<file path="config.mk">
export PLATFORM = sky130hd
export DESIGN_NAME = fir_cfg_reload_ctrl
export DESIGN_NICKNAME = d
export VERILOG_FILES = /design/src/rtl/fir_cfg_pkg.sv /design/src/rtl/fir_ch_cfg_cmp.sv /design/src/rtl/fir_cfg_reload_ctrl.sv
export SDC_FILE = /design/constraint.sdc
export NUM_CORES = 1
export LEC_CHECK = 0
export ABC_AREA = 1
export CAP_MARGIN = 10
export CORE_MARGIN = 2
export CORE_UTILIZATION = 55
export DETAILED_ROUTE_END_ITERATION = 7
export GPL_ROUTABILITY_DRIVEN = 0
export GPL_TIMING_DRIVEN = 0
export PLACE_DENSITY = 0.81
export SLEW_MARGIN = 30
export SYNTH_ARGS = -nofsm -noshare
export SYNTH_HDL_FRONTEND = slang
export SYNTH_HIERARCHICAL = 1
export SYNTH_SLANG_ARGS = --single-unit
</file>
<file path="constraint.sdc">
create_clock -name clk -period 12 [get_ports clk]
set_clock_uncertainty 0.05 [all_clocks]
set_input_delay 1.2 -clock clk [delete_from_list [all_inputs] [get_ports clk]]
set_output_delay 1.2 -clock clk [all_outputs]
set_load 0.03 [all_outputs]
</file>
<file path="src/rtl/fir_cfg_pkg.sv">
`default_nettype none
// ============================================================================
//  Module   : fir_cfg_pkg
//  Brief    : Shared types, default widths and helper functions for the FIR
//             configuration reload controller.
//  Revision : 1.0 - initial release
// ============================================================================
package fir_cfg_pkg;

  // Controller states
  typedef enum logic [1:0] {
    ST_IDLE     = 2'd0,
    ST_SETTLE   = 2'd1,
    ST_WAIT_ACK = 2'd2
  } state_t;

  // Default geometry
  localparam int DEF_NUM_CH      = 2;
  localparam int DEF_BAND_W      = 16;
  localparam int DEF_SEL_W       = 2;
  localparam int DEF_HOLD_CYCLES = 4;

  // Upper bound on channel count; the priority encoder works on this width
  localparam int MAX_CH = 8;

  // Channel index width: clog2 of the channel count, never narrower than 1
  function automatic int CH_IDX_W(input int n);
    return (n > 1) ? $clog2(n) : 1;
  endfunction

  // Index of the lowest set bit; 0 when nothing is set
  function automatic int lowest_set(input logic [MAX_CH-1:0] v);
    int idx;
    idx = 0;
    for (int i = MAX_CH - 1; i >= 0; i--) begin
      if (v[i]) idx = i;
    end
    return idx;
  endfunction

endpackage
`default_nettype wire

</file>
<file path="src/rtl/fir_ch_cfg_cmp.sv">
`default_nettype none
// ============================================================================
//  Module   : fir_ch_cfg_cmp
//  Brief    : Single-channel inequality of a {bandlow, bandhi, select} triple
//             against a reference triple.
//  Revision : 1.0 - initial release
// ============================================================================
module fir_ch_cfg_cmp #(
  parameter int BAND_W = 16,
  parameter int SEL_W  = 2
) (
  input  logic [BAND_W-1:0] a_bl_i,
  input  logic [BAND_W-1:0] a_bh_i,
  input  logic [SEL_W-1:0]  a_sel_i,
  input  logic [BAND_W-1:0] b_bl_i,
  input  logic [BAND_W-1:0] b_bh_i,
  input  logic [SEL_W-1:0]  b_sel_i,
  output logic              diff_o
);

  // Any field differing marks the channel as changed
  assign diff_o = (a_bl_i != b_bl_i) || (a_bh_i != b_bh_i) || (a_sel_i != b_sel_i);

endmodule
`default_nettype wire

</file>
<file path="src/rtl/fir_cfg_reload_ctrl.sv">
`default_nettype none
// ============================================================================
//  Module   : fir_cfg_reload_ctrl
//  Brief    : Multi-channel FIR configuration change controller. Debounces
//             live band/select changes, commits one channel at a time and
//             handshakes a coefficient reload with the filter core.
//  Revision : 1.0 - initial release
// ============================================================================
module fir_cfg_reload_ctrl
  import fir_cfg_pkg::*;
#(
  parameter int NUM_CH      = DEF_NUM_CH,
  parameter int BAND_W      = DEF_BAND_W,
  parameter int SEL_W       = DEF_SEL_W,
  parameter int HOLD_CYCLES = DEF_HOLD_CYCLES
) (
  input  logic                          clk,
  input  logic                          reset,
  input  logic [NUM_CH*BAND_W-1:0]      bandlow_i,
  input  logic [NUM_CH*BAND_W-1:0]      bandhi_i,
  input  logic [NUM_CH*SEL_W-1:0]       filter_select_i,
  input  logic                          reload_ack,
  output logic [NUM_CH*BAND_W-1:0]      bandlow_o,
  output logic [NUM_CH*BAND_W-1:0]      bandhi_o,
  output logic [NUM_CH*SEL_W-1:0]       filter_select_o,
  output logic                          reload_req,
  output logic [CH_IDX_W(NUM_CH)-1:0]   reload_ch,
  output logic [NUM_CH-1:0]             pending,
  output logic                          busy
);

  localparam int CW    = CH_IDX_W(NUM_CH);
  localparam int BW    = NUM_CH * BAND_W;
  localparam int SW    = NUM_CH * SEL_W;
  localparam int CNT_W = (HOLD_CYCLES > 1) ? $clog2(HOLD_CYCLES) : 1;
  localparam logic [CNT_W-1:0] CNT_LOAD = CNT_W'(HOLD_CYCLES - 1);

  state_t           state_q,    state_d;
  logic [BW-1:0]    snap_bl_q,  snap_bl_d;
  logic [BW-1:0]    snap_bh_q,  snap_bh_d;
  logic [SW-1:0]    snap_sel_q, snap_sel_d;
  logic [CNT_W-1:0] cnt_q,      cnt_d;
  logic [BW-1:0]    com_bl_q,   com_bl_d;
  logic [BW-1:0]    com_bh_q,   com_bh_d;
  logic [SW-1:0]    com_sel_q,  com_sel_d;
  logic             req_q,      req_d;
  logic [CW-1:0]    ch_q,       ch_d;

  logic [NUM_CH-1:0] snap_diff;
  logic [MAX_CH-1:0] snap_diff_pad;
  logic              live_chg;
  int                commit_idx;

  // Two comparators per channel: live vs committed, snapshot vs committed
  for (genvar c = 0; c < NUM_CH; c++) begin : g_ch
    fir_ch_cfg_cmp #(.BAND_W(BAND_W), .SEL_W(SEL_W)) u_live_cmp (
      .a_bl_i  (bandlow_i[c*BAND_W +: BAND_W]),
      .a_bh_i  (bandhi_i[c*BAND_W +: BAND_W]),
      .a_sel_i (filter_select_i[c*SEL_W +: SEL_W]),
      .b_bl_i  (com_bl_q[c*BAND_W +: BAND_W]),
      .b_bh_i  (com_bh_q[c*BAND_W +: BAND_W]),
      .b_sel_i (com_sel_q[c*SEL_W +: SEL_W]),
      .diff_o  (pending[c])
    );
    fir_ch_cfg_cmp #(.BAND_W(BAND_W), .SEL_W(SEL_W)) u_snap_cmp (
      .a_bl_i  (snap_bl_q[c*BAND_W +: BAND_W]),
      .a_bh_i  (snap_bh_q[c*BAND_W +: BAND_W]),
      .a_sel_i (snap_sel_q[c*SEL_W +: SEL_W]),
      .b_bl_i  (com_bl_q[c*BAND_W +: BAND_W]),
      .b_bh_i  (com_bh_q[c*BAND_W +: BAND_W]),
      .b_sel_i (com_sel_q[c*SEL_W +: SEL_W]),
      .diff_o  (snap_diff[c])
    );
  end

  // Any live field moving away from the snapshot restarts the debounce
  assign live_chg = (bandlow_i != snap_bl_q) || (bandhi_i != snap_bh_q) ||
                    (filter_select_i != snap_sel_q);

  assign snap_diff_pad = MAX_CH'(snap_diff);
  assign commit_idx    = lowest_set(snap_diff_pad);

  // State and datapath registers; reset is asynchronous so req drops at once
  always_ff @(posedge clk or posedge reset) begin
    if (reset) begin
      state_q    <= ST_IDLE;
      snap_bl_q  <= '0;
      snap_bh_q  <= '0;
      snap_sel_q <= '0;
      cnt_q      <= '0;
      com_bl_q   <= '0;
      com_bh_q   <= '0;
      com_sel_q  <= '0;
      req_q      <= 1'b0;
      ch_q       <= '0;
    end else begin
      state_q    <= state_d;
      snap_bl_q  <= snap_bl_d;
      snap_bh_q  <= snap_bh_d;
      snap_sel_q <= snap_sel_d;
      cnt_q      <= cnt_d;
      com_bl_q   <= com_bl_d;
      com_bh_q   <= com_bh_d;
      com_sel_q  <= com_sel_d;
      req_q      <= req_d;
      ch_q       <= ch_d;
    end
  end

  // Next-state: debounce in SETTLE, commit lowest changed channel, await ack
  always_comb begin
    state_d    = state_q;
    snap_bl_d  = snap_bl_q;
    snap_bh_d  = snap_bh_q;
    snap_sel_d = snap_sel_q;
    cnt_d      = cnt_q;
    com_bl_d   = com_bl_q;
    com_bh_d   = com_bh_q;
    com_sel_d  = com_sel_q;
    req_d      = req_q;
    ch_d       = ch_q;

    case (state_q)
      ST_IDLE: begin
        if (|pending) begin
          state_d    = ST_SETTLE;
          snap_bl_d  = bandlow_i;
          snap_bh_d  = bandhi_i;
          snap_sel_d = filter_select_i;
          cnt_d      = CNT_LOAD;
        end
      end

      ST_SETTLE: begin
        if (live_chg) begin
          snap_bl_d  = bandlow_i;
          snap_bh_d  = bandhi_i;
          snap_sel_d = filter_select_i;
          cnt_d      = CNT_LOAD;
        end else if (!(|snap_diff)) begin
          // Inputs settled back onto the committed values: nothing to reload
          state_d = ST_IDLE;
        end else if (cnt_q != '0) begin
          cnt_d = cnt_q - CNT_W'(1);
        end else begin
          for (int c = 0; c < NUM_CH; c++) begin
            if (c == commit_idx) begin
              com_bl_d[c*BAND_W +: BAND_W] = snap_bl_q[c*BAND_W +: BAND_W];
              com_bh_d[c*BAND_W +: BAND_W] = snap_bh_q[c*BAND_W +: BAND_W];
              com_sel_d[c*SEL_W +: SEL_W]  = snap_sel_q[c*SEL_W +: SEL_W];
            end
          end
          ch_d    = CW'(commit_idx);
          req_d   = 1'b1;
          state_d = ST_WAIT_ACK;
        end
      end

      ST_WAIT_ACK: begin
        if (reload_ack) begin
          req_d   = 1'b0;
          state_d = ST_IDLE;
        end
      end

      default: state_d = ST_IDLE;
    endcase
  end

  assign bandlow_o       = com_bl_q;
  assign bandhi_o        = com_bh_q;
  assign filter_select_o = com_sel_q;
  assign reload_req      = req_q;
  assign reload_ch       = ch_q;
  assign busy            = (state_q != ST_IDLE);

endmodule
`default_nettype wire

</file>
==> results.json, run 1 <==
{
  "status": "completed",
  "hold_path_class": "reg -> reg",
  "endpoint_kind": "output port",
  "p_clk_frac": 0.471,
  "hold_viol": 0,
  "synth_fp_nets": 1262,
  "core_um2": 15260,
  "grt_pass1_wl_um": 38090,
  "routed_wl_um": 23850,
  "dieArea_um2": 16660,
  "critPathRequiredTime_ns": 10.75,
  "yosys.area_share.simple": 0.3350,
  "setup_ws_ns": 7.515,
  "initial_core_util": 0.5639,
  "cts_root_buf": "clkbuf_16",
  "r2r_slack_ns": 9.21,
  "cp.arrival_ns": 3.24,
  "clk_path_buf_depth": 2,
  "avgSynthCellArea_um2": 7.231,
  "antenna_found_initial": 0,
  "hold_buffers": 0,
  "grt.busiest_layer": "met2",
  "dp_slack_ns": 7.596,
  "clock_latency_ns": 0.43,
  "muxShareOfSynthArea": 0,
  "num_rows": 45,
  "max_cap_viol_count": 0,
  "fin_crit_ns": 4.485,
  "nNetsFinal": 1425,
  "pwr-share-comb": 0.097,
  "portBuffers": 143,
  "wire_per_inst_um": 15.12,
  "cts_tree": "built",
  "startpoint": "filter_select_i[1]",
  "r2r_end": "bandlow_o[24]$_DFFE_PP0P_",
  "synth_top_family_by_area": "simple AND/OR/NAND/NOR gates",
  "rr_worst_depth": 10,
  "ant_nets": 0,
  "synthXorXnorAreaFrac": 0.1486,
  "power_density_nw_per_um2": 107.7,
  "drt_pass1_iterations": 6,
  "start_kind": "input port",
  "finalCritPeriodShare": 0.3738,
  "synth_area_um2": 8605,
  "drt-initial-drc-count": 669,
  "synth_warnings": 6,
  "clk_pin_slew_ns": 0.06,
  "drv_slew": 0,
  "critPathKind": "in -> out",
  "dieWidth_um": 129.1,
  "grt_pass1_vias": 7759,
  "dpl_cell_area_um2": 10330,
  "die_h_um": 129.1,
  "seqPwrFrac": 0.432,
  "viasPerCell": 5.216,
  "vias": 8225,
  "synth-compound-area-share": 0.02428,
  "fmax_mhz": 223.0,
  "worstMarginPinSlew_ns": 0.7684,
  "use_met2": 0.4712,
  "p_int_mw": 0.8936,
  "cts_setup_buffers": 0,
  "switchingPower_mw": 0.2857,
  "p_leak_nw": 5.336,
  "drive_above_1_share": 0.04466,
  "syn_inst": 1190,
  "drc_errors": 0,
  "swShare": 0.2423,
  "crit_end": "pending[0]",
  "antenna_cells": 0,
  "syn2layout_area_growth_pct": 27.29,
  "use_met3": 0.05037,
  "dp_hpwl_um": 17210,
  "synth_cell_types": 29,
  "stdcell_area_um2": 10950,
  "cts_buffers": 17,
  "setup_tns_ns": 0,
  "relSlewSlack": 0.4859,
  "track_usage": 0.2940,
  "synthAdderAreaFrac": 0.001454,
  "setup_violations": 0,
  "gr-total-overflow": 0,
  "met1_usage": 0.3988,
  "grt_max_degree": 81,
  "crit_path_max_fanout": 4,
  "ir_worst_vdd_mv": 0.1007,
  "cts.repair.resized": 0,
  "grt_setup_unrepaired": "no",
  "htree_num_levels": 4,
  "pin_count": 144,
  "synth_seq_area_share": 0.4130,
  "cts.sinks": 142,
  "worstReg2RegStart": "bandlow_o[9]$_DFFE_PP0P_",
  "synth_seq_cells": 142
}
## per-stage QoR
step,hold WS (ns),power (mW),instances,util
floorplan,0.4152,0.5789,1190,-
global placement,0.4312,0.6257,1544,0.6750
detailed placement,0.4531,0.6309,1545,0.6773
CTS,0.4674,1.179,1577,0.7178
global route,0.4957,1.215,1577,0.7178
finish,0.4610,1.179,1577,0.7178
## critical path, cell delays in order
cell and delay [ns]:
clkdlybuf4s50_1 0.59, nand2_1 0.08, nand2_1 0.07, nand2_1 0.05, nor2_1 0.09, nand2_1 0.07
nor2_1 0.19, nand3_1 0.23, clkdlybuf4s50_1 0.65
## registers in the layout (all words and copies together), names as in the netlist, 2 cells and up
name / flops
state_q: 2
bandhi_o: 32
filter_select_o: 4
snap_sel_q: 4
snap_bh_q: 32
snap_bl_q: 32
cnt_q: 2
bandlow_o: 32
## cell families after synthesis
group | Yosys count
DFF | 142
AOI/OAI and AO/OA | 41
buffers and inverters | 164
xor gates and xnor gates | 146
adders and majority gates | 1
and+or+nand+nor | 696
## cell type report
type                    count  area [um^2]
plain buffers              37        191.4
clock buffers              21        480.5
clock inverters            11        137.6
fillers                  1205         4305
inverters                 127        484.2
multi-input cells         884         4383
flip-flops and latches    142         3553
well taps                 211        264.0
repair buffers            144         1459
## how the worst min path moves through the flow
stage | startpoint | to | slack [ns] | depth (start not counted)
finish | reload_ch$_DFFE_PP0P_ | reload_ch$_DFFE_PP0P_ | 0.46 | 2
global route | cnt_q[0]$_DFFE_PP0P_ | cnt_q[0]$_DFFE_PP0P_ | 0.50 | 2
floorplan | cnt_q[0]$_DFFE_PP0P_ | cnt_q[0]$_DFFE_PP0P_ | 0.42 | 2
detailed placement | cnt_q[0]$_DFFE_PP0P_ | cnt_q[0]$_DFFE_PP0P_ | 0.45 | 2
CTS | reload_ch$_DFFE_PP0P_ | reload_ch$_DFFE_PP0P_ | 0.47 | 2
global placement | cnt_q[0]$_DFFE_PP0P_ | cnt_q[0]$_DFFE_PP0P_ | 0.43 | 2
## power groups by stage
stage | clock [mW] | combinational [mW] | sequential (mW)
finish | 0.556 | 0.115 | 0.509
CTS | 0.555 | 0.115 | 0.509
floorplan | 0 | 0.0657 | 0.513
detailed placement | 0 | 0.114 | 0.517
global route | 0.576 | 0.129 | 0.511
global placement | 0 | 0.109 | 0.516
## per-layer routing
metal  part of all wire  up-vias
li1                   -     3960
met2               0.47      349
met1               0.43     3862
met3              0.068       54
met5                  0        -
met4              0.028        0
## cells in the final DEF (no fill, tap or decap)
master,synthesis,layout
a21oi_1,1,1
and2_1,1,1
buf_1,4,4
buf_16,0,1
buf_2,12,12
buf_4,2,2
buf_6,4,4
bufinv_16,0,3
clkbuf_1,15,15
clkbuf_16,0,17
clkbuf_8,0,4
clkdlybuf4s50_1,0,143
clkinv_2,0,5
clkinvlp_4,0,3
dfrtp_1,142,142
ha_1,1,1
inv_1,127,126
inv_8,0,1
nand2_1,512,512
nand2_2,1,1
nand3_1,46,46
nand3_2,1,1
nand3_4,2,2
nand4_1,47,47
nand4_2,1,1
nor2_1,75,75
nor2_4,3,3
nor2b_1,1,1
nor3_1,2,2
nor3_4,1,1
nor4_1,1,1
o21ai_0,38,38
o22ai_1,1,1
o31ai_1,1,1
or2_0,2,2
xnor2_1,119,119
xor2_1,27,27
## synth_stat cells
| library cell | number | area, um^2 |
|---|---|---|
| ha_1 | 1 | 12.51 |
| nor4_1 | 1 | 6.260 |
| nand4_1 | 47 | 294.0 |
| nand2_1 | 512 | 1922 |
| a21oi_1 | 1 | 5.000 |
| clkbuf_1 | 15 | 56.30 |
| buf_1 | 4 | 15.01 |
| o21ai_0 | 38 | 190.2 |
| nand2_2 | 1 | 6.260 |
| dfrtp_1 | 142 | 3553 |
| or2_0 | 2 | 12.51 |
| o31ai_1 | 1 | 7.510 |
| buf_6 | 4 | 45.04 |
| nor2_4 | 3 | 33.78 |
| nand4_2 | 1 | 12.51 |
| nand3_2 | 1 | 10.01 |
| nand3_4 | 2 | 35.03 |
| and2_1 | 1 | 6.260 |
| nand3_1 | 46 | 230.2 |
| o22ai_1 | 1 | 6.260 |
| xor2_1 | 27 | 236.5 |
| nor2_1 | 75 | 281.5 |
| nor3_1 | 2 | 10.01 |
| inv_1 | 127 | 476.7 |
| nor3_4 | 1 | 16.27 |
| buf_2 | 12 | 60.06 |
| buf_4 | 2 | 15.01 |
| nor2b_1 | 1 | 6.260 |
| xnor2_1 | 119 | 1042 |
No activity file was read; power rests on OpenSTA's default activity.
==> inputs of run 2 (changes only) <==
Settings changed: CORE_UTILIZATION 55 to 54, PLACE_DENSITY 0.81 to 0.8.
Clock period 12 ns to 4.5 ns, I/O delays scaled along.
==> run 2 against run 1 <==
  * Sequential power increased to 2.7 times the previous value
  * Critical path depth decreased by 1
  * Non-clock buffer count unchanged
  * Final cell count increased by 0.25%
  * Register-to-register slack got worse by 7.4 ns
  * Setup slack got worse by 6.0 ns
  * Flip-flop and latch count unchanged
  * Total power increased by 150%
  * Clock power increased by 120%
  * Cell area decreased by 0.91%
  * Global-route usage decreased by 0.32 points
  * Routed wire length decreased by 0.70%
==> results.json, run 2 (synthesis gave the netlist of run 1 again) <==
{
  "status": "completed",
  "hold_viol": 0,
  "pin_count": 144,
  "max_cap_viol_count": 0,
  "die_h_um": 130.2,
  "cts_buffers": 17,
  "final_cell_mix": "nand2_1 (512), clkdlybuf4s50_1 (143), dfrtp_1 (142)",
  "grt_setup_unrepaired": "no",
  "routed_wl_um": 23680,
  "endpoint_kind": "output port",
  "syn2layout_area_growth_pct": 26.13,
  "grt_pass1_vias": 7653,
  "clk_pin_slew_ns": 0.06,
  "htree_num_levels": 4,
  "drc_errors": 0,
  "power_density_nw_per_um2": 268.6,
  "initial_core_util": 0.5476,
  "fin_crit_ns": 2.942,
  "portBuffers": 143,
  "dp_hpwl_um": 17280,
  "core_um2": 15710,
  "critPathRequiredTime_ns": 4.00,
  "gr-total-overflow": 0,
  "dieArea_um2": 16960,
  "setup_violations": 0,
  "cp.arrival_ns": 2.44,
  "worstReg2RegStart": "bandhi_o[23]$_DFFE_PP0P_",
  "viasPerCell": 5.172,
  "startpoint": "bandhi_i[22]",
  "cts.repair.resized": 0,
  "drv_slew": 0,
  "crit_end": "pending[1]",
  "wire_per_inst_um": 14.98,
  "fin_util": 0.6907,
  "ant_nets": 0,
  "grt_max_degree": 85,
  "nNetsFinal": 1425,
  "grt_pass1_wl_um": 37920,
  "mostFrequentLayoutCell": "nand2_1",
  "antenna_cells": 0,
  "hold_buffers": 0,
  "drive_above_1_share": 0.04029,
  "finalCritPeriodShare": 0.6539,
  "p_leak_nw": 5.285,
  "vias": 8177,
  "antenna_found_initial": 0,
  "finalPower_mw": 2.915,
  "hold_path_class": "in -> async",
  "clock_latency_ns": 0.42,
  "cts_root_buf": "clkbuf_16",
  "dieWidth_um": 130.2,
  "track_usage": 0.2908,
  "num_rows": 46,
  "rr_worst_depth": 11,
  "drt_pass1_iterations": 5,
  "r2r_slack_ns": 1.77,
  "relSlewSlack": 0.5161,
  "drt-initial-drc-count": 603,
  "whs_ns": 0.4197,
  "crit_path_max_fanout": 3,
  "cts.sinks": 142,
  "start_kind": "input port",
  "clk_path_buf_depth": 2,
  "worstMarginPinSlew_ns": 0.7232,
  "ir_worst_vdd_mv": 0.2682,
  "cts_setup_buffers": 0,
  "cts_tree": "built",
  "critPathKind": "in -> out",
  "fmax_mhz": 339.9,
  "r2r_end": "snap_bh_q[11]$_DFFE_PP0P_"
}
## run 2: per-layer routing
metal | up-vias | GRT usage | part of all wire
met5 | - | 0 | 0
li1 | 3961 | - | -
met2 | 305 | 0.4755 | 0.48
met1 | 3871 | 0.3868 | 0.42
met3 | 40 | 0.05781 | 0.075
met4 | 0 | 0.1044 | 0.020
## run 2: layout make-up
cell class                      count  area [um^2]
Inverter                          127        484.2
Fill cell                        1263         4860
Multi-Input combinational cell    884         4383
Buffer                             37        191.4
Timing Repair Buffer              144         1459
Clock buffer                       24        471.7
Sequential cell                   142         3553
Clock inverter                      7        40.04
Tap cell                          216        270.3
## run 2: worst max-delay path: stages
cell	delay [ns]
clkdlybuf4s50_1	0.59
xnor2_1	0.16
nand2_1	0.12
nor2_1	0.11
nand2_1	0.07
nor2_1	0.15
nand3_1	0.17
clkdlybuf4s50_1	0.63
## run 2: worst min-delay path by stage
stage | end | cells after the start | slack, ns
after floorplan | cnt_q[0]$_DFFE_PP0P_ | 2 | 0.42
after global placement | cnt_q[0]$_DFFE_PP0P_ | 2 | 0.43
after detailed placement | cnt_q[0]$_DFFE_PP0P_ | 2 | 0.44
after CTS | snap_bl_q[14]$_DFFE_PP0P_ | 2 | 0.43
after global routing | bandlow_o[8]$_DFFE_PP0P_ | 2 | 0.46
final | bandlow_o[8]$_DFFE_PP0P_ | 2 | 0.42
## run 2: through the flow
stage               TNS (ns)  cell area, um^2  instances  setup slack, ns
floorplan                  0             8605       1190           0.1904
global placement     -272.80            10310       1549           -1.933
detailed placement         0            10340       1550            1.290
CTS                        0            10850       1581            1.576
global route               0            10850       1581            1.495
finish                     0            10850       1581            1.558
## run 2: power breakdown
group	switching, mW	internal [mW]	total [mW]
combinational	0.157	0.149	0.306
clock	0.526	0.725	1.25
sequential	0.0492	1.31	1.36
total	0.732	2.18	2.92
==> inputs of run 3 (changes only) <==
Settings changed: CORE_UTILIZATION 54 to 49, PLACE_DENSITY 0.8 to 0.76.
Clock period 4.5 ns to 2.6 ns, I/O delays scaled along.
==> run 3 against run 2 <==
  * Count of clock-buffer cells in the layout fell by 4
  * Flip-flop and latch count did not move
  * Cell area rose by 2.4%
  * Highest routed layer unchanged
  * Critical path depth rose by 1
  * Largest cell class unchanged
  * Die area rose by 9.9%
  * Sequential power rose by 73%
  * Sequential share of layout area fell by 0.75 points
  * Setup slack got worse by 1.4 ns
  * Clock power rose by 94%
  * Critical endpoint is now pending[0]
==> results.json, run 3 (synthesis gave the netlist of run 1 again) <==
{
  "ant_nets": 0,
  "start_kind": "register",
  "drc_errors": 0,
  "fmax_mhz": 409.8,
  "clock_latency_ns": 0.43,
  "relSlewSlack": 0.5768,
  "rr_worst_depth": 13,
  "hold_path_class": "in -> async",
  "grt_max_degree": 30,
  "antenna_found_initial": 0,
  "finalCritPeriodShare": 0.9385,
  "antenna_cells": 0,
  "ir_worst_vdd_mv": 0.5017,
  "hold_buffers": 0,
  "cts_buffers": 17,
  "nNetsFinal": 1430,
  "hold_viol": 0,
  "die_h_um": 136.5,
  "power_density_nw_per_um2": 479.9,
  "dp_slack_ns": -0.5600,
  "endpoint_kind": "output port",
  "dieWidth_um": 136.5,
  "routed_wl_um": 24130,
  "fin_crit_ns": 2.440,
  "dp_hpwl_um": 17960,
  "wire_per_inst_um": 15.13,
  "mostFrequentLayoutCell": "nand2_1",
  "dpl_cell_area_um2": 10460,
  "syn2layout_area_growth_pct": 29.10,
  "drive_above_1_share": 0.05766,
  "gr-total-overflow": 0,
  "viasPerCell": 5.112,
  "cp.arrival_ns": 2.13,
  "core_um2": 17240,
  "p_clk_frac": 0.456,
  "num_rows": 48,
  "drt-initial-drc-count": 654,
  "fin_util": 0.6445,
  "cts_root_buf": "clkbuf_16",
  "clk_pin_slew_ns": 0.06,
  "vias": 8153,
  "track_usage": 0.2682,
  "htree_num_levels": 4,
  "drt_pass1_iterations": 5,
  "pwr-share-comb": 0.104,
  "clk_path_buf_depth": 2,
  "critPathRequiredTime_ns": 2.29,
  "stdcell_area_um2": 11110,
  "p_int_mw": 4.015,
  "p_leak_nw": 5.397,
  "pin_count": 144,
  "worstMarginPinSlew_ns": 0.6348,
  "crit_path_max_fanout": 6,
  "switchingPower_mw": 1.316,
  "swShare": 0.2469,
  "grt_pass1_vias": 7743,
  "setup_violations": 0,
  "portBuffers": 143,
  "setup_ws_ns": 0.1599,
  "initial_core_util": 0.4992,
  "dieArea_um2": 18640,
  "cts_tree": "built",
  "finalPower_mw": 5.331,
  "seqPwrFrac": 0.441,
  "critPathKind": "reg -> out",
  "max_cap_viol_count": 0,
  "grt_pass1_wl_um": 38540,
  "worstReg2RegStart": "bandhi_o[15]$_DFFE_PP0P_",
  "startpoint": "bandhi_o[15]$_DFFE_PP0P_",
  "final_cell_mix": "nand2_1 (512), dfrtp_1 (142), clkdlybuf4s50_1 (141)",
  "dpl.cell_count": 1564,
  "fin_cells": 1595,
  "drv_slew": 0,
  "status": "completed",
  "cts.sinks": 142
}
run 3: changes by cell type in the layout (fill, tap and decap cells not counted), moves of 2 or more:
cell             change
clkinvlp_4           +2
buf_6                +2
clkbuf_4             +5
buf_4                -2
nor2_1               -2
clkbuf_1            -14
clkbuf_2             +7
bufinv_16            +2
dlygate4sd2_1        +2
buf_2                -3
buf_12               +3
buf_16               +2
clkdlybuf4s50_1      -2
run 3: layout make-up:
type / count / area, um^2
clock inverters: 11 / 116.4
fillers: 1475 / 6128
well taps: 225 / 281.5
plain buffers: 37 / 222.7
flip-flops and latches: 142 / 3553
repair buffers: 149 / 1572
multi-input cells: 884 / 4415
clock buffers: 20 / 466.7
inverters: 127 / 480.5
run 3: routing by layer:
| layer | GRT usage | up-vias | part of all wire |
|---|---|---|---|
| met5 | 0 | - | 0 |
| met4 | 0.09549 | 0 | 0.024 |
| met3 | 0.04333 | 43 | 0.054 |
| met2 | 0.4339 | 252 | 0.47 |
| met1 | 0.3657 | 3881 | 0.45 |
| li1 | - | 3977 | - |
run 3: critical path, stage by stage, from the launching register on:
cell	delay, ns
dfrtp_1	0.47
inv_1	0.09
nand2_1	0.05
nand2_1	0.05
nand2_1	0.06
nor2_1	0.08
nand2_1	0.06
nor2_1	0.19
nand3_1	0.24
dlygate4sd2_1	0.42
run 3: worst paths after layout:
kind / endpoint / slack [ns]
worst max-delay path: pending[0] / 0.16
worst min-delay path: bandlow_o[8]$_DFFE_PP0P_ / 0.12
worst max register to register: snap_bl_q[19]$_DFFE_PP0P_ / 0.18
worst min register to register: cnt_q[0]$_DFFE_PP0P_ / 0.45
max in group asynchronous: snap_bh_q[16]$_DFFE_PP0P_ / 1.56
min in group clk: snap_bh_q[17]$_DFFE_PP0P_ / 0.45
run 3: through the flow:
step	TNS (ns)	hold WS, ns
2_1_floorplan	0	0.3546
3_3_place_gp	-143.26	0.4305
3_5_place_dp	-29.27	0.4355
4_1_cts	0	0.1206
5_1_grt	-0.006670	0.1535
6_report	0	0.1180
run 3: what timing repair did:
item                                    in CTS  in global routing
resized for setup                            7                 26
buffers inserted                             0                  0
pin swaps                                    0                  2
endpoints found under the setup margin      69                131
run 3: power groups by stage:
| stage | Sequential [mW] | Combinational (mW) | Clock (mW) |
|---|---|---|---|
| final | 2.35 | 0.553 | 2.43 |
| after global routing | 2.36 | 0.618 | 2.53 |
| after CTS | 2.35 | 0.555 | 2.45 |
| after detailed placement | 2.39 | 0.550 | 0 |
| after global placement | 2.38 | 0.508 | 0 |
| after floorplan | 2.37 | 0.304 | 0 |
